--- config.mk ---
export PLATFORM = sky130hd
export DESIGN_NAME = card_shuffler_flat
export DESIGN_NICKNAME = d
export VERILOG_FILES = /design/src/rtl/memory_game_pkg.sv /design/src/rtl/card_shuffler_if.sv /design/src/rtl/card_shuffler_lfsr16.sv /design/src/rtl/card_shuffler.sv /design/src/flat_wrapper.sv
export SDC_FILE = /design/constraint.sdc
export NUM_CORES = 1
export LEC_CHECK = 0
export ABC_CLOCK_PERIOD_IN_PS = 13750
export BUFFER_PORTS_ARGS = -buffer_cell sky130_fd_sc_hd__buf_2
export CORE_AREA = 2 2 149 151
export CTS_CLUSTER_SIZE = 16
export DETAILED_ROUTE_END_ITERATION = 6
export DIE_AREA = 0 0 151 153
export PLACE_DENSITY_LB_ADDON = 0.25
export SLEW_MARGIN = 20
export SYNTH_ARGS = -nofsm -noshare
export SYNTH_HDL_FRONTEND = slang
export SYNTH_SLANG_ARGS = --single-unit
--- constraint.sdc ---
create_clock -name clk -period 13.75 [get_ports clk]
set_clock_uncertainty 0.1 [all_clocks]
set_input_delay 4.125 -clock clk [delete_from_list [all_inputs] [get_ports clk]]
set_output_delay 4.125 -clock clk [all_outputs]
set_load 0.03 [all_outputs]
--- src/rtl/memory_game_pkg.sv ---
// Shared constants and types for the memory-game datapath: board geometry,
// shuffler state encoding and the LFSR feedback mask.
package memory_game_pkg;

   localparam int N_CARDS = 16;
   localparam int COLOR_W = 3;
   localparam int IDX_W   = 4;

   localparam logic [15:0] LFSR_MASK = 16'hB400;

   typedef enum logic [1:0] {
      IDLE    = 2'd0,
      FILL    = 2'd1,
      SHUFFLE = 2'd2,
      DONE    = 2'd3
   } shuffle_state_t;

endpackage

--- src/rtl/card_shuffler_if.sv ---
// Controller <-> shuffler connection: request/done handshake, table read port
// and observation signals for the FSM state and LFSR.
interface card_shuffler_if;
   import memory_game_pkg::*;

   // Handshake: compute_colors_en is a level request held high by the
   // controller until it has seen compute_done, a single-cycle pulse issued
   // with the finished table already visible. The shuffler waits in DONE until
   // the request drops, so a lingering request never restarts a shuffle;
   // dropping the request before done aborts the run with no done pulse.
   logic                         compute_colors_en;
   logic                         compute_done;
   logic                         busy;
   logic [IDX_W-1:0]             rd_idx;
   logic [COLOR_W-1:0]           rd_color;
   logic [N_CARDS*COLOR_W-1:0]   card_colors;
   shuffle_state_t               dbg_state;
   logic [15:0]                  dbg_lfsr;

   modport master (
      output compute_colors_en, rd_idx,
      input  compute_done, busy, rd_color, card_colors, dbg_state, dbg_lfsr
   );

   modport slave (
      input  compute_colors_en, rd_idx,
      output compute_done, busy, rd_color, card_colors, dbg_state, dbg_lfsr
   );

endinterface

--- src/rtl/card_shuffler_lfsr16.sv ---
// Free-running 16-bit Galois LFSR (x^16+x^14+x^13+x^11+1); steps every cycle
// after reset release and never reaches zero from a non-zero seed.
module lfsr16
   import memory_game_pkg::*;
#(
   parameter logic [15:0] SEED = 16'hACE1
) (
   input  logic        clk,
   input  logic        rst,
   output logic [15:0] state
);

   always_ff @(posedge clk or negedge rst) begin
      if (!rst) begin
         state <= SEED;
      end else if (state[0]) begin
         state <= (state >> 1) ^ LFSR_MASK;
      end else begin
         state <= state >> 1;
      end
   end

endmodule

--- src/rtl/card_shuffler.sv ---
// Builds the 4x4 board colour table (8 pairs) and shuffles it in place with a
// Fisher-Yates pass driven by the free-running LFSR.
module card_shuffler
   import memory_game_pkg::*;
#(
   parameter logic [15:0] LFSR_SEED = 16'hACE1
) (
   input  logic             clk,
   input  logic             rst,
   card_shuffler_if.slave   bus
);

   logic [15:0]          lfsr;
   logic [COLOR_W-1:0]   table_q [N_CARDS];
   shuffle_state_t       state_q;
   logic [IDX_W-1:0]     idx;
   logic                 done_q;
   logic                 busy_q;
   logic [IDX_W:0]       span;
   logic [IDX_W+7:0]     prod;
   logic [IDX_W-1:0]     j;

   lfsr16 #(.SEED(LFSR_SEED)) u_lfsr (
      .clk   (clk),
      .rst   (rst),
      .state (lfsr)
   );

   // j = (r * (i+1)) >> 8 lands in 0..i; the product is below 2^12, so the
   // top bit of the nominal 13-bit product is always zero and is not kept.
   assign span = {1'b0, idx} + (IDX_W+1)'(1);
   assign prod = {{IDX_W{1'b0}}, lfsr[7:0]} * {7'd0, span};
   assign j    = prod[IDX_W+7:8];

   always_ff @(posedge clk or negedge rst) begin
      if (!rst) begin
         state_q <= IDLE;
         idx     <= '0;
         done_q  <= 1'b0;
         busy_q  <= 1'b0;
         for (int k = 0; k < N_CARDS; k++) table_q[k] <= '0;
      end else begin
         done_q <= 1'b0;
         case (state_q)
            IDLE: begin
               if (bus.compute_colors_en) begin
                  state_q <= FILL;
                  idx     <= '0;
                  busy_q  <= 1'b1;
               end
            end
            FILL: begin
               if (!bus.compute_colors_en) begin
                  state_q <= IDLE;
                  busy_q  <= 1'b0;
               end else begin
                  table_q[idx] <= idx[IDX_W-1:1];
                  if (idx == IDX_W'(N_CARDS-1)) state_q <= SHUFFLE;
                  else                          idx     <= idx + IDX_W'(1);
               end
            end
            SHUFFLE: begin
               if (!bus.compute_colors_en) begin
                  state_q <= IDLE;
                  busy_q  <= 1'b0;
               end else begin
                  // When j == idx both writes carry the same value.
                  table_q[idx] <= table_q[j];
                  table_q[j]   <= table_q[idx];
                  if (idx == IDX_W'(1)) begin
                     state_q <= DONE;
                     busy_q  <= 1'b0;
                     done_q  <= 1'b1;
                  end else begin
                     idx <= idx - IDX_W'(1);
                  end
               end
            end
            DONE: begin
               if (!bus.compute_colors_en) state_q <= IDLE;
            end
            default: state_q <= IDLE;
         endcase
      end
   end

   always_comb begin
      bus.card_colors = '0;
      for (int k = 0; k < N_CARDS; k++) begin
         bus.card_colors[k*COLOR_W +: COLOR_W] = table_q[k];
      end
   end

   assign bus.rd_color     = table_q[bus.rd_idx];
   assign bus.compute_done = done_q;
   assign bus.busy         = busy_q;
   assign bus.dbg_state    = state_q;
   assign bus.dbg_lfsr     = lfsr;

endmodule

--- src/flat_wrapper.sv ---
// flat-port wrapper written by rule: the top's interface ports become plain ports
module card_shuffler_flat import memory_game_pkg::*;
#(
   parameter logic [15:0] LFSR_SEED = 16'hACE1
)
  (clk, rst, bus_compute_colors_en, bus_rd_idx, bus_compute_done, bus_busy, bus_rd_color, bus_card_colors, bus_dbg_state, bus_dbg_lfsr);
  card_shuffler_if bus_i ();
  input  logic clk;
  input  logic rst;
  input wire logic [$bits(bus_i.compute_colors_en)-1:0] bus_compute_colors_en;
  input wire logic [$bits(bus_i.rd_idx)-1:0] bus_rd_idx;
  output wire logic [$bits(bus_i.compute_done)-1:0] bus_compute_done;
  output wire logic [$bits(bus_i.busy)-1:0] bus_busy;
  output wire logic [$bits(bus_i.rd_color)-1:0] bus_rd_color;
  output wire logic [$bits(bus_i.card_colors)-1:0] bus_card_colors;
  output wire logic [$bits(bus_i.dbg_state)-1:0] bus_dbg_state;
  output wire logic [$bits(bus_i.dbg_lfsr)-1:0] bus_dbg_lfsr;
  assign bus_i.compute_colors_en = bus_compute_colors_en;
  assign bus_i.rd_idx = bus_rd_idx;
  assign bus_compute_done = bus_i.compute_done;
  assign bus_busy = bus_i.busy;
  assign bus_rd_color = bus_i.rd_color;
  assign bus_card_colors = bus_i.card_colors;
  assign bus_dbg_state = bus_i.dbg_state;
  assign bus_dbg_lfsr = bus_i.dbg_lfsr;
  card_shuffler #(.LFSR_SEED(LFSR_SEED)) u_core (.clk(clk), .rst(rst), .bus(bus_i));
endmodule
Yosys cells after proc, flatten, opt, wreduce, memory -nomap -nowiden. Index checks and enable logic that the tools add are counted.

Logic and storage cells: 98. Output and inout port bits: 71. Flip-flop bits (word level): 72.

Multiplexer cells: 41. $mul: 1. Add/subtract/negate cells: 3. Reduce and logical (&&, ||, !) cells: 9. Eq/ne operators: 14. Bitwise operators: 4. Magnitude comparators: 5.

Operator list (number): bitwise mux 48 bit (3); 2-to-1 mux 48 bit (2); one-hot mux 48 bit (2 select lines) (1); binary-select mux 3 bit (select 4 bit) (3); demux 3 bit (select 4 bit) (2); 2-to-1 mux 3 bit (8); 2-to-1 mux 4 bit (5); 2-to-1 mux 16 bit (1); >= comparator 5 bit, second input constant (3); inverter 4 -> 5 bit (3); inequality test 2 bit, second input constant (7); multiplier 8 x 5 -> 12 bit (1); 2-to-1 mux 2 bit (6); one-hot mux 4 bit (3 select lines) (1); < comparator 5 x 1 -> 1 bit, second input constant (2); one-hot mux 2 bit (4 select lines) (1); AND reduction 4 bit (2); 2-to-1 mux 1 bit (7); inequality test 3 x 2 -> 1 bit, second input constant (2); AND reduction 6 bit (1); adder 4 x 1 -> 5 bit, second input constant (1); adder 4 x 1 -> 4 bit, second input constant (1); == test 2 bit, second input constant (2); == test 4 x 1 -> 1 bit, second input constant (1); other kinds (10) (11).

Longest topological paths before layout. Gate-level depths: netlist of the first run.

Depth after elaboration: 10. Mapped depth: 23. Depth with buffers taken out: 19.

By module. From an unflattened synthesis of the first run, not the netlist that was laid out.

Cell total of the unflattened synthesis: 713. Area total of the unflattened synthesis: 6651.4 µm².

Modules (own cells, without submodules): card_shuffler (sequential area each 1401.3 µm², times used 1, cells each 694, area each 6214.7 µm²); lfsr16 (sequential area each 410.4 µm², times used 1, cells each 19, area each 436.7 µm²).

Worst setup path after synthesis of the first run. Ideal clock, no wire load.

Path type: input to output. From: in bus_rd_idx[0]. To: out bus_rd_color[0]. Stages: 3. Path buffers: 1. Required time: 9.525 ns. Path slack: 3.836 ns. Arrival: 5.689 ns. Cell sequence: buf_1 > mux4_2 > mux4_2.

Cells in the longest elaborated chain, start to end: 4.

Ends and longest elaborated chain: from (decl) (line flat_wrapper.sv:11) `input wire logic [$bits(bus_i.rd_idx)-1:0] bus_rd_idx;`; inverter 4 -> 5 bit (not written as such) (line card_shuffler.sv:94) `assign bus.rd_color = table_q[bus.rd_idx];`; binary-select mux 3 bit (select 4 bit) (line card_shuffler.sv:94); 2-to-1 mux 3 bit (not written as such) (2 in series) (line card_shuffler.sv:94); to (decl) (line flat_wrapper.sv:14) `output wire logic [$bits(bus_i.rd_color)-1:0] bus_rd_color;`.

Every way passes these cells. The select of a mux whose other input is x is not followed.

Worst setup path in the final report of the first run. Ends and elaborated chain as after synthesis.

==> results of run 1 <==
## placed cells by master (no fill, tap or decap), types with 14 or more instances in the layout
cell type  netlist  final
ha_1            27     27
dfrtp_1         64     64
buf_2            7     76
mux4_2          34     34
o21ai_0         35     35
o22ai_1         19     19
inv_1           35     35
and2_1          26     26
fa_1            16     16
nand2_1         86     86
nor2_1          49     49
a31oi_1         14     14
a21oi_1         38     38
nand3_1         32     32
## synthesized netlist by cell type, drive strengths merged (5+ instances only)
cell | instances | area (sq um)
and3 | 11 | 73.8
o21ai | 37 | 185
nand4 | 8 | 50.1
nand2b | 8 | 50.1
dfrtp | 64 | 1600
or3 | 6 | 37.5
fa | 16 | 320
a211oi | 8 | 82.6
nand3 | 32 | 160
o221ai | 11 | 103
a21oi | 38 | 190
a221o | 5 | 50.1
mux4 | 36 | 818
nor2 | 50 | 190
clkbuf | 24 | 90.1
a21o | 8 | 60.1
o22ai | 19 | 119
buf | 14 | 83.8
xnor2 | 5 | 62.6
nand2 | 87 | 329
inv | 35 | 131
a31oi | 14 | 87.6
nor2b | 7 | 43.8
dfstp | 8 | 210
xor2 | 7 | 61.3
o31ai | 8 | 60.1
a22oi | 6 | 45.0
a32oi | 6 | 52.6
nor3 | 6 | 30.0
ha | 27 | 338
and2 | 26 | 163
## area by class of cell
| type | instances | area share [%] |
|---|---|---|
| clock inverter | 6 | 1.30 |
| multi-input combinational | 537 | 57.9 |
| timing repair buffer | 81 | 5.77 |
| clock buffer | 10 | 3.16 |
| inverter | 37 | 1.92 |
| antenna | 1 | 0.0346 |
| sequential | 72 | 25.0 |
| tap | 280 | 4.84 |
## worst min-delay path by stage
stage,endpoint,cells past startpoint
6_report,u_core.u_lfsr.state[8]$_DFF_PN0_,0
3_5_place_dp,u_core.u_lfsr.state[8]$_DFF_PN0_,0
5_1_grt,u_core.u_lfsr.state[8]$_DFF_PN0_,0
3_3_place_gp,u_core.u_lfsr.state[8]$_DFF_PN0_,0
4_1_cts,u_core.u_lfsr.state[8]$_DFF_PN0_,0
2_1_floorplan,u_core.u_lfsr.state[15]$_DFF_PN1_,0
## through the flow
stage	power (mW)	util [%]	hold slack (ns)
floorplan	0.520	-	0.330
global placement	0.637	32.2	0.251
detailed placement	0.637	32.2	0.257
CTS	0.907	33.7	0.273
global route	0.950	33.7	0.290
finish	0.904	33.7	0.268
## worst max-delay path: stages
cell and delay, ns:
buf_2 0.30, mux4_2 0.54, mux4_2 0.50, buf_2 0.20
## cell families (layout without fill, tap and decap cells)
group | after synthesis | in the layout | synth area share [%]
and+or+nand+nor | 252 | 252 | 19.3
AOI/OAI and AO/OA | 190 | 190 | 21.1
buffers and inverters | 75 | 134 | 4.95
DFF | 72 | 72 | 28.7
adders and majority gates | 43 | 43 | 10.4
muxes | 40 | 40 | 13.6
xor gates and xnor gates | 12 | 12 | 1.96
other | 0 | 1 | 0
## power by group through the flow
stage                     combinational [mW]  sequential (mW)  clock [mW]
after floorplan                        0.219            0.301           0
after global placement                 0.340            0.298           0
after detailed placement               0.340            0.297           0
after CTS                              0.342            0.294       0.272
after global routing                   0.371            0.299       0.279
final                                  0.344            0.295       0.265
## flip-flops by register name, summed over array words and instances, names as in the netlist
signal                   count
u_core.bus.card_colors      48
u_core.u_lfsr.state         16
u_core.idx                   4
u_core.bus.dbg_state         2
u_core.bus.busy              1
u_core.bus.compute_done      1
## metal layers
layer  up-vias  wire length [um]
met2       294              9930
met1      2999             10300
li1       2680                 -
met5         -                 0
met3        34              1910
met4         0               561
==> results.json, run 1 <==
{
  "outcome": "finished clean",
  "cp_data_required_time_ns": 9.52,
  "synth_cells": 684,
  "seqCellArea_sq_um": 1810,
  "drv_slew": 0,
  "fin_setup_tns_ns": 0,
  "path_clk_slew_ns": 0.06,
  "finalHoldViolations": 0,
  "async_flop_share_pct": 100,
  "cts.sinks": 72,
  "intPower_uw": 513,
  "avgSynthCellArea_sq_um": 9.24,
  "die-area_sq_um": 23100,
  "num_io_pins": 78,
  "yosys_register_bits": 72,
  "rows": 54,
  "nFillCells": 2295,
  "grt_max_degree": 73,
  "final_area_sq_um": 7240,
  "grt-busiest-layer": "met1",
  "max-slew-margin-rel_pct": 26.2,
  "cellLeakagePower_nw": 3.06,
  "worstSkewPairLatency_ns": 0.36,
  "dr.first_iter.drc_count": 608,
  "fin_crit_ns": 9.90,
  "grt_pass1_wl_mm": 35.2,
  "num_vias": 6007,
  "ctsResizeCount": 0,
  "coreArea_sq_um": 21500,
  "critPathKind": "primary input to output pin",
  "port_buffers": 77,
  "end_kind": "output pin",
  "maxCapViolations": 0,
  "die_x_um": 151,
  "ys.warnings.count": 0,
  "drc_errors": 0,
  "detail_route.first_pass.iterations": 5,
  "clock_power_share_pct": 29.3,
  "placedCellCount": 1007,
  "swShare_pct": 43.2,
  "setup_viol": 0,
  "worstMarginPinSlew_ns": 1.11,
  "critPathLaunchType": "primary input",
  "grt_pass1_vias": 5758,
  "grt_overflow": 0,
  "drive_gt1_share_pct": 20.5,
  "routed_wl_mm": 22.7,
  "fmax_mhz": 101,
  "grtUsageMet1_pct": 29.6,
  "post-route-period-util_pct": 72.0,
  "cts_buffers": 9,
  "use_met2_pct": 29.3,
  "crit_fanout": 12,
  "track_usage_pct": 20.1,
  "placed_cell_area_sq_um": 6910,
  "crit_path_end": "bus_rd_color[0]",
  "vdd_drop_max_mv": 0.0650,
  "areaGrowthSynthToFinish_pct": 14.6,
  "synth-seq-area-share_pct": 28.7,
  "place.gp.congestion": 0.944,
  "hold_path_class": "flop to flop",
  "cts-hold-fix-buffers": 0,
  "r2r_end": "u_core.bus.card_colors[38]$_DFFE_PN0P_",
  "reg2reg_from": "u_core.idx[0]$_DFFE_PN0P_",
  "hold_start": "u_core.u_lfsr.state[9]$_DFF_PN0_",
  "synth_area_sq_um": 6320,
  "place_ws_ns": 3.83,
  "syn_nets": 734,
  "hpwl_mm": 16.3,
  "routedWlPerCell_um": 22.2,
  "nets": 788,
  "r2r_cells": 19,
  "vias_per_cell": 5.87,
  "power_density_nw_per_um2": 125,
  "cts_setup_buffers": 0,
  "synth_edf_count": 0,
  "p_sw_uw": 391,
  "rsz0062_at_grt": "no",
  "grt.met3_usage_pct": 3.91,
  "antenna_left": 0,
  "worst_slack_ns": 3.85,
  "netlist-cell-type-count": 73,
  "die_y_um": 153,
  "cts_buffer_depth": 2,
  "seq_power_share_pct": 32.6,
  "tritoncts": "done",
  "htree_levels": 3,
  "finalNonFillerCells": 1024,
  "start_util_pct": 29.4,
  "ys.flop_type": "dfrtp_1",
  "antenna_found_initial": 1,
  "crit_arrival_ns": 5.67,
  "rrSetupSlack_ns": 5.55,
  "comb_power_share_pct": 38.1,
  "startpoint": "bus_rd_idx[0]",
  "multi_input_area_sq_um": 4190,
  "root_buffer": "clkbuf_16"
}
Power figures use the tool's default switching activity.
==> run 2: changes to the inputs <==
--- a/config.mk
+++ b/config.mk
@@ -5,7 +5,7 @@
 export SDC_FILE = /design/constraint.sdc
 export NUM_CORES = 1
 export LEC_CHECK = 0
-export ABC_CLOCK_PERIOD_IN_PS = 13750
+export ABC_CLOCK_PERIOD_IN_PS = 9800
 export BUFFER_PORTS_ARGS = -buffer_cell sky130_fd_sc_hd__buf_2
 export CORE_AREA = 2 2 149 151
 export CTS_CLUSTER_SIZE = 16
==> constraint.sdc (replaced) <==
create_clock -name clk -period 9.8 [get_ports clk]
set_clock_uncertainty 0.1 [all_clocks]
set_input_delay 2.94 -clock clk [delete_from_list [all_inputs] [get_ports clk]]
set_output_delay 2.94 -clock clk [all_outputs]
set_load 0.03 [all_outputs]
==> run 2 against run 1 <==
  * First-iteration DRC count increased by 3.1%
  * Sequential cell count unchanged
  * Critical endpoint is now u_core.bus.card_colors[41]$_DFFE_PN0P_
  * Largest power group unchanged
  * Core utilization increased by 0.099 points
  * Largest cell class unchanged
==> results.json, run 2 (same netlist as run 1, synthesis figures left out) <==
{
  "die-area_sq_um": 23100,
  "drc_errors": 0,
  "tritoncts": "done",
  "place.gp.congestion": 0.887,
  "worstMarginPinSlew_ns": 1.08,
  "areaGrowthSynthToFinish_pct": 14.9,
  "r2r_end": "u_core.bus.card_colors[41]$_DFFE_PN0P_",
  "routedWlPerCell_um": 22.2,
  "nets": 792,
  "path_cells": "ha_1, xor2_1, and2_1, fa_1, fa_1, inv_1, fa_1, inv_1, ha_1, and4_1, a22o_4, a22oi_1, nand2_1, a211oi_1, nor4b_1, o31a_1, a211oi_4, a41oi_1",
  "start_util_pct": 29.4,
  "critPathLaunchType": "flop",
  "cts_buffer_depth": 2,
  "fin_crit_ns": 8.31,
  "cellLeakagePower_nw": 3.07,
  "hpwl_mm": 16.3,
  "grt_pass1_wl_mm": 35.7,
  "grt_max_degree": 73,
  "setup_viol": 0,
  "root_buffer": "clkbuf_16",
  "max-slew-margin-rel_pct": 28.0,
  "crit_fanout": 21,
  "critPathKind": "flop to flop",
  "placedCellCount": 1010,
  "reg2reg_from": "u_core.idx[1]$_DFFE_PN0P_",
  "final_util_pct": 33.8,
  "vias_per_cell": 5.91,
  "n_antenna_cell": 0,
  "antenna_left": 0,
  "r2r_cells": 18,
  "detail_route.first_pass.iterations": 6,
  "cts.sinks": 72,
  "rows": 54,
  "finalHoldViolations": 0,
  "outcome": "finished clean",
  "dr.first_iter.drc_count": 627,
  "hold_start": "u_core.u_lfsr.state[9]$_DFF_PN0_",
  "drive_gt1_share_pct": 20.9,
  "die_y_um": 153,
  "hold_path_class": "flop to flop",
  "num_io_pins": 78,
  "fmax_mhz": 120,
  "nFillCells": 2264,
  "port_buffers": 77,
  "finalNonFillerCells": 1027,
  "worstSkewPairLatency_ns": 0.35,
  "post-route-period-util_pct": 84.8,
  "crit_arrival_ns": 8.38,
  "fin_setup_tns_ns": 0,
  "critPathSlowestCell": "dfrtp_1",
  "grt_pass1_vias": 5909,
  "crit_top_cell": "fa_1",
  "startpoint": "u_core.idx[1]$_DFFE_PN0P_",
  "largest_reg_flops": 48,
  "cts_setup_buffers": 0,
  "drv_slew": 0,
  "power_density_nw_per_um2": 171,
  "maxCapViolations": 0,
  "num_vias": 6069,
  "mostFrequentLayoutCell": "nand2_1",
  "die_x_um": 151,
  "rrSetupSlack_ns": 1.49,
  "htree_levels": 3,
  "hold-path-endpoint": "u_core.u_lfsr.state[8]$_DFF_PN0_",
  "cts_buffers": 9,
  "track_usage_pct": 20.3,
  "coreArea_sq_um": 21500,
  "ctsResizeCount": 0,
  "routed_wl_mm": 22.8,
  "cp_data_required_time_ns": 9.87,
  "multi_input_area_sq_um": 4190,
  "seqCellArea_sq_um": 1810,
  "grt_overflow": 0,
  "path_clk_slew_ns": 0.06,
  "max_stage_delay_ns": 0.95,
  "rsz0062_at_grt": "no",
  "vdd_drop_max_mv": 0.0851,
  "whs_ns": 0.274,
  "antenna_found_initial": 1,
  "cts-hold-fix-buffers": 0,
  "end_kind": "flop",
  "min_path_cells": 0,
  "final_cell_mix": "86 x nand2_1, 76 x buf_2, 64 x dfrtp_1"
}
[run 2: cell types whose count changed in the layout (fill, tap and decap cells not counted), sizes merged]
cell,before,now
clkinv,4,3
inv,36,37
bufinv,2,1
clkinvlp,1,2
buf,81,85
diode,1,0
[run 2: layer usage]
metal | vias up | part of all wire, % | global-route usage, % | wire length, um
li1 | 2678 | - | - | -
met1 | 3012 | 43 | 29.0 | 9920
met2 | 328 | 44 | 30.9 | 10100
met3 | 49 | 9.3 | 4.51 | 2120
met4 | 2 | 2.8 | 5.87 | 646
met5 | - | 0.048 | 0 | 11
[run 2: cell type report]
| type | instances | area share, % |
|---|---|---|
| clock buffer | 10 | 3.15 |
| clock inverter | 6 | 0.931 |
| timing repair buffer | 85 | 6.45 |
| inverter | 37 | 1.91 |
| multi-input combinational | 537 | 57.8 |
| tap | 280 | 4.83 |
| sequential | 72 | 25.0 |
[run 2: worst max path at each step]
stage,depth (start not counted),slack (ns),endpoint
floorplan,3,2.26,bus_rd_color[0]
global placement,18,1.82,u_core.bus.card_colors[41]$_DFFE_PN0P_
detailed placement,18,1.59,u_core.bus.card_colors[41]$_DFFE_PN0P_
CTS,18,1.61,u_core.bus.card_colors[41]$_DFFE_PN0P_
global route,19,1.03,u_core.bus.card_colors[41]$_DFFE_PN0P_
finish,18,1.49,u_core.bus.card_colors[41]$_DFFE_PN0P_
[run 2: worst max-delay path: cells and delay by family, from the launching register on]
| family | cells | cell delay, ns |
|---|---|---|
| buf+inv | 2 | 0.09 |
| flops | 1 | 0.95 |
| simple gates | 4 | 1.13 |
| xor+xnor | 1 | 0.51 |
| compound gates | 6 | 2.84 |
| fa+ha+maj | 5 | 2.48 |
[run 2: through the flow]
step / power (mW) / area, sq um / setup slack, ns
final: 1.24 / 7260 / 1.49
after global routing: 1.31 / 7260 / 1.03
after CTS: 1.24 / 7230 / 1.61
after detailed placement: 0.897 / 6940 / 1.59
after global placement: 0.901 / 6940 / 1.82
after floorplan: 0.730 / 6320 / 2.26
[run 2: report_power, final]
group / internal [mW] / switching [mW] / total (mW)
combinational: 0.168 / 0.334 / 0.502
sequential: 0.331 / 0.0688 / 0.400
clock: 0.199 / 0.143 / 0.342
total: 0.699 / 0.546 / 1.24
==> run 3: changes to the inputs <==
--- a/config.mk
+++ b/config.mk
@@ -5,12 +5,13 @@
 export SDC_FILE = /design/constraint.sdc
 export NUM_CORES = 1
 export LEC_CHECK = 0
-export ABC_CLOCK_PERIOD_IN_PS = 9800
+export ABC_AREA = 1
+export ABC_CLOCK_PERIOD_IN_PS = 7570
 export BUFFER_PORTS_ARGS = -buffer_cell sky130_fd_sc_hd__buf_2
-export CORE_AREA = 2 2 149 151
+export CORE_AREA = 2 2 160 162
 export CTS_CLUSTER_SIZE = 16
 export DETAILED_ROUTE_END_ITERATION = 6
-export DIE_AREA = 0 0 151 153
+export DIE_AREA = 0 0 162 164
 export PLACE_DENSITY_LB_ADDON = 0.25
 export SLEW_MARGIN = 20
 export SYNTH_ARGS = -nofsm -noshare
==> constraint.sdc (replaced) <==
create_clock -name clk -period 7.57 [get_ports clk]
set_clock_uncertainty 0.1 [all_clocks]
set_input_delay 2.271 -clock clk [delete_from_list [all_inputs] [get_ports clk]]
set_output_delay 2.271 -clock clk [all_outputs]
set_load 0.03 [all_outputs]
==> run 3 against run 2 <==
  * Sequential share of layout area decreased by 2.8 points
  * Sequential cell count unchanged
  * Core utilization decreased by 0.84 points
  * Cell count increased by 47%
  * Non-clock buffer count decreased by 6
==> results.json, run 3 <==
{
  "antenna_found_initial": 1,
  "largest_reg_flops": 48,
  "routed_wl_mm": 26.7,
  "clock_power_share_pct": 24.7,
  "path_clk_slew_ns": 0.07,
  "finalHoldViolations": 0,
  "vdd_drop_max_mv": 0.107,
  "drive_gt1_share_pct": 16.9,
  "root_buffer": "clkbuf_16",
  "comb_power_share_pct": 46.0,
  "areaGrowthSynthToFinish_pct": 11.5,
  "detail_route.first_pass.iterations": 7,
  "swShare_pct": 52.1,
  "path_delay_family": "simple AND/OR/NAND/NOR gates",
  "tritoncts": "done",
  "synth_area_sq_um": 7340,
  "synth_edf_count": 0,
  "hpwl_mm": 19.8,
  "htree_levels": 3,
  "grt_pass1_wl_mm": 42.2,
  "vias_per_cell": 5.04,
  "avgSynthCellArea_sq_um": 6.53,
  "dr.first_iter.drc_count": 743,
  "cts_setup_buffers": 0,
  "die_y_um": 164,
  "crit_arrival_ns": 6.67,
  "yosys-top-cells-count": "291 x nand2_1, 129 x nor2_1, 127 x nand3_1, 125 x inv_1, 72 x o21ai_0",
  "setup_viol": 0,
  "num_io_pins": 78,
  "intPower_uw": 853,
  "async_flop_share_pct": 100,
  "final_cell_mix": "291 x nand2_1, 129 x nor2_1, 127 x nand3_1",
  "port_buffers": 77,
  "seq_power_share_pct": 29.2,
  "nFillCells": 2772,
  "worstSkewPairLatency_ns": 0.36,
  "place.gp.congestion": 0.941,
  "die_x_um": 162,
  "yosys_register_bits": 72,
  "power_density_nw_per_um2": 218,
  "crit_fanout": 26,
  "final_area_sq_um": 8180,
  "grt_max_degree": 73,
  "grt_pass1_vias": 7337,
  "post-route-period-util_pct": 86.3,
  "coreArea_sq_um": 24800,
  "cts.sinks": 72,
  "track_usage_pct": 20.7,
  "drv_slew": 0,
  "die-area_sq_um": 26600,
  "place_ws_ns": 1.14,
  "hold_path_class": "flop to flop",
  "final_util_pct": 33.0,
  "outcome": "finished clean",
  "n_antenna_cell": 0,
  "cts-hold-fix-buffers": 0,
  "max-slew-margin-rel_pct": 29.8,
  "critPathSlowestCell": "dfrtp_1",
  "nets": 1220,
  "rows": 58,
  "fmax_mhz": 153,
  "cp_data_required_time_ns": 7.71,
  "antenna_left": 0,
  "start_util_pct": 29.6,
  "p_sw_uw": 926,
  "rsz0062_at_grt": "no",
  "ctsResizeCount": 0,
  "drc_errors": 0,
  "cellLeakagePower_nw": 4.06,
  "critPathLaunchType": "flop",
  "netlist-cell-type-count": 46,
  "cts_buffers": 9,
  "syn_nets": 1173,
  "worstMarginPinSlew_ns": 1.05,
  "maxCapViolations": 0,
  "critPathKind": "flop to flop",
  "mostFrequentLayoutCell": "nand2_1",
  "worstPathBufferInverterCount": 5,
  "fin_setup_tns_ns": 0,
  "num_vias": 7582,
  "worst_slack_ns": 1.04,
  "placed_cell_area_sq_um": 7880,
  "grt_overflow": 0,
  "synth_area_leaders": "dfrtp_1 22%, nand2_1 15%, nand3_1 8.7%",
  "yosys.area.top_type": "dfrtp_1",
  "cts_buffer_depth": 2,
  "ys.warnings.count": 0,
  "ys.flop_type": "dfrtp_1",
  "max_stage_delay_ns": 0.89,
  "fin_crit_ns": 6.53,
  "end_kind": "flop",
  "synth-seq-area-share_pct": 24.7,
  "synth_most_common_cell": "nand2_1",
  "synth_cells": 1123,
  "routedWlPerCell_um": 17.8,
  "yosysTopAreaCellShare_pct": 21.8
}
[run 3: final cells by class]
class	count	area [sq um]	share of cell area (%)
Clock inverter	6	51.3	0.627
Inverter	142	537	6.56
Timing Repair Buffer	79	407	4.97
Clock buffer	10	239	2.92
Sequential cell	72	1810	22.2
Tap cell	330	413	5.05
Multi-Input combinational cell	866	4720	57.7
[run 3: logic make-up after synthesis]
logic type / count (synthesis) / synth area share [%]
adders and majority gates: 43 / 8.97
and+or+nand+nor: 636 / 40.6
DFF: 72 / 24.7
AOI/OAI and AO/OA: 180 / 13.8
xor gates and xnor gates: 7 / 0.836
buffers and inverters: 185 / 11.0
[run 3: routing by layer]
| metal | vias up | part of all wire [%] | global-route usage, % |
|---|---|---|---|
| met5 | - | 0.049 | 0 |
| met4 | 2 | 3.6 | 8.37 |
| met3 | 62 | 6.6 | 2.95 |
| met2 | 310 | 44 | 32.4 |
| met1 | 3487 | 46 | 28.6 |
| li1 | 3721 | - | - |
[run 3: final timing paths]
check                                                         end                              from  cells past startpoint  slack [ns]
max in group asynchronous  u_core.bus.card_colors[13]$_DFFE_PN0P_                               rst                      1        5.03
setup reg to reg           u_core.bus.card_colors[35]$_DFFE_PN0P_         u_core.idx[1]$_DFFE_PN0P_                     26        1.04
hold / removal                   u_core.u_lfsr.state[8]$_DFF_PN0_  u_core.u_lfsr.state[9]$_DFF_PN0_                      0        0.28
setup / recovery           u_core.bus.card_colors[35]$_DFFE_PN0P_         u_core.idx[1]$_DFFE_PN0P_                     26        1.04
min in group asynchronous       u_core.u_lfsr.state[12]$_DFF_PN0_                               rst                      1        1.82
hold reg to reg                  u_core.u_lfsr.state[8]$_DFF_PN0_  u_core.u_lfsr.state[9]$_DFF_PN0_                      0        0.28
[run 3: through the flow]
step | instances | hold WS [ns] | power (mW)
after floorplan | 1123 | 0.331 | 1.05
after global placement | 1489 | 0.257 | 1.34
after detailed placement | 1489 | 0.264 | 1.33
after CTS | 1505 | 0.285 | 1.78
after global routing | 1505 | 0.304 | 1.89
final | 1505 | 0.280 | 1.78
[run 3: power groups by stage]
stage               Sequential, mW  Combinational (mW)  Clock, mW
finish                       0.520               0.819      0.440
global placement             0.526               0.809          0
detailed placement           0.527               0.807          0
CTS                          0.519               0.811      0.448
floorplan                    0.548               0.507          0
global route                 0.526               0.899      0.464
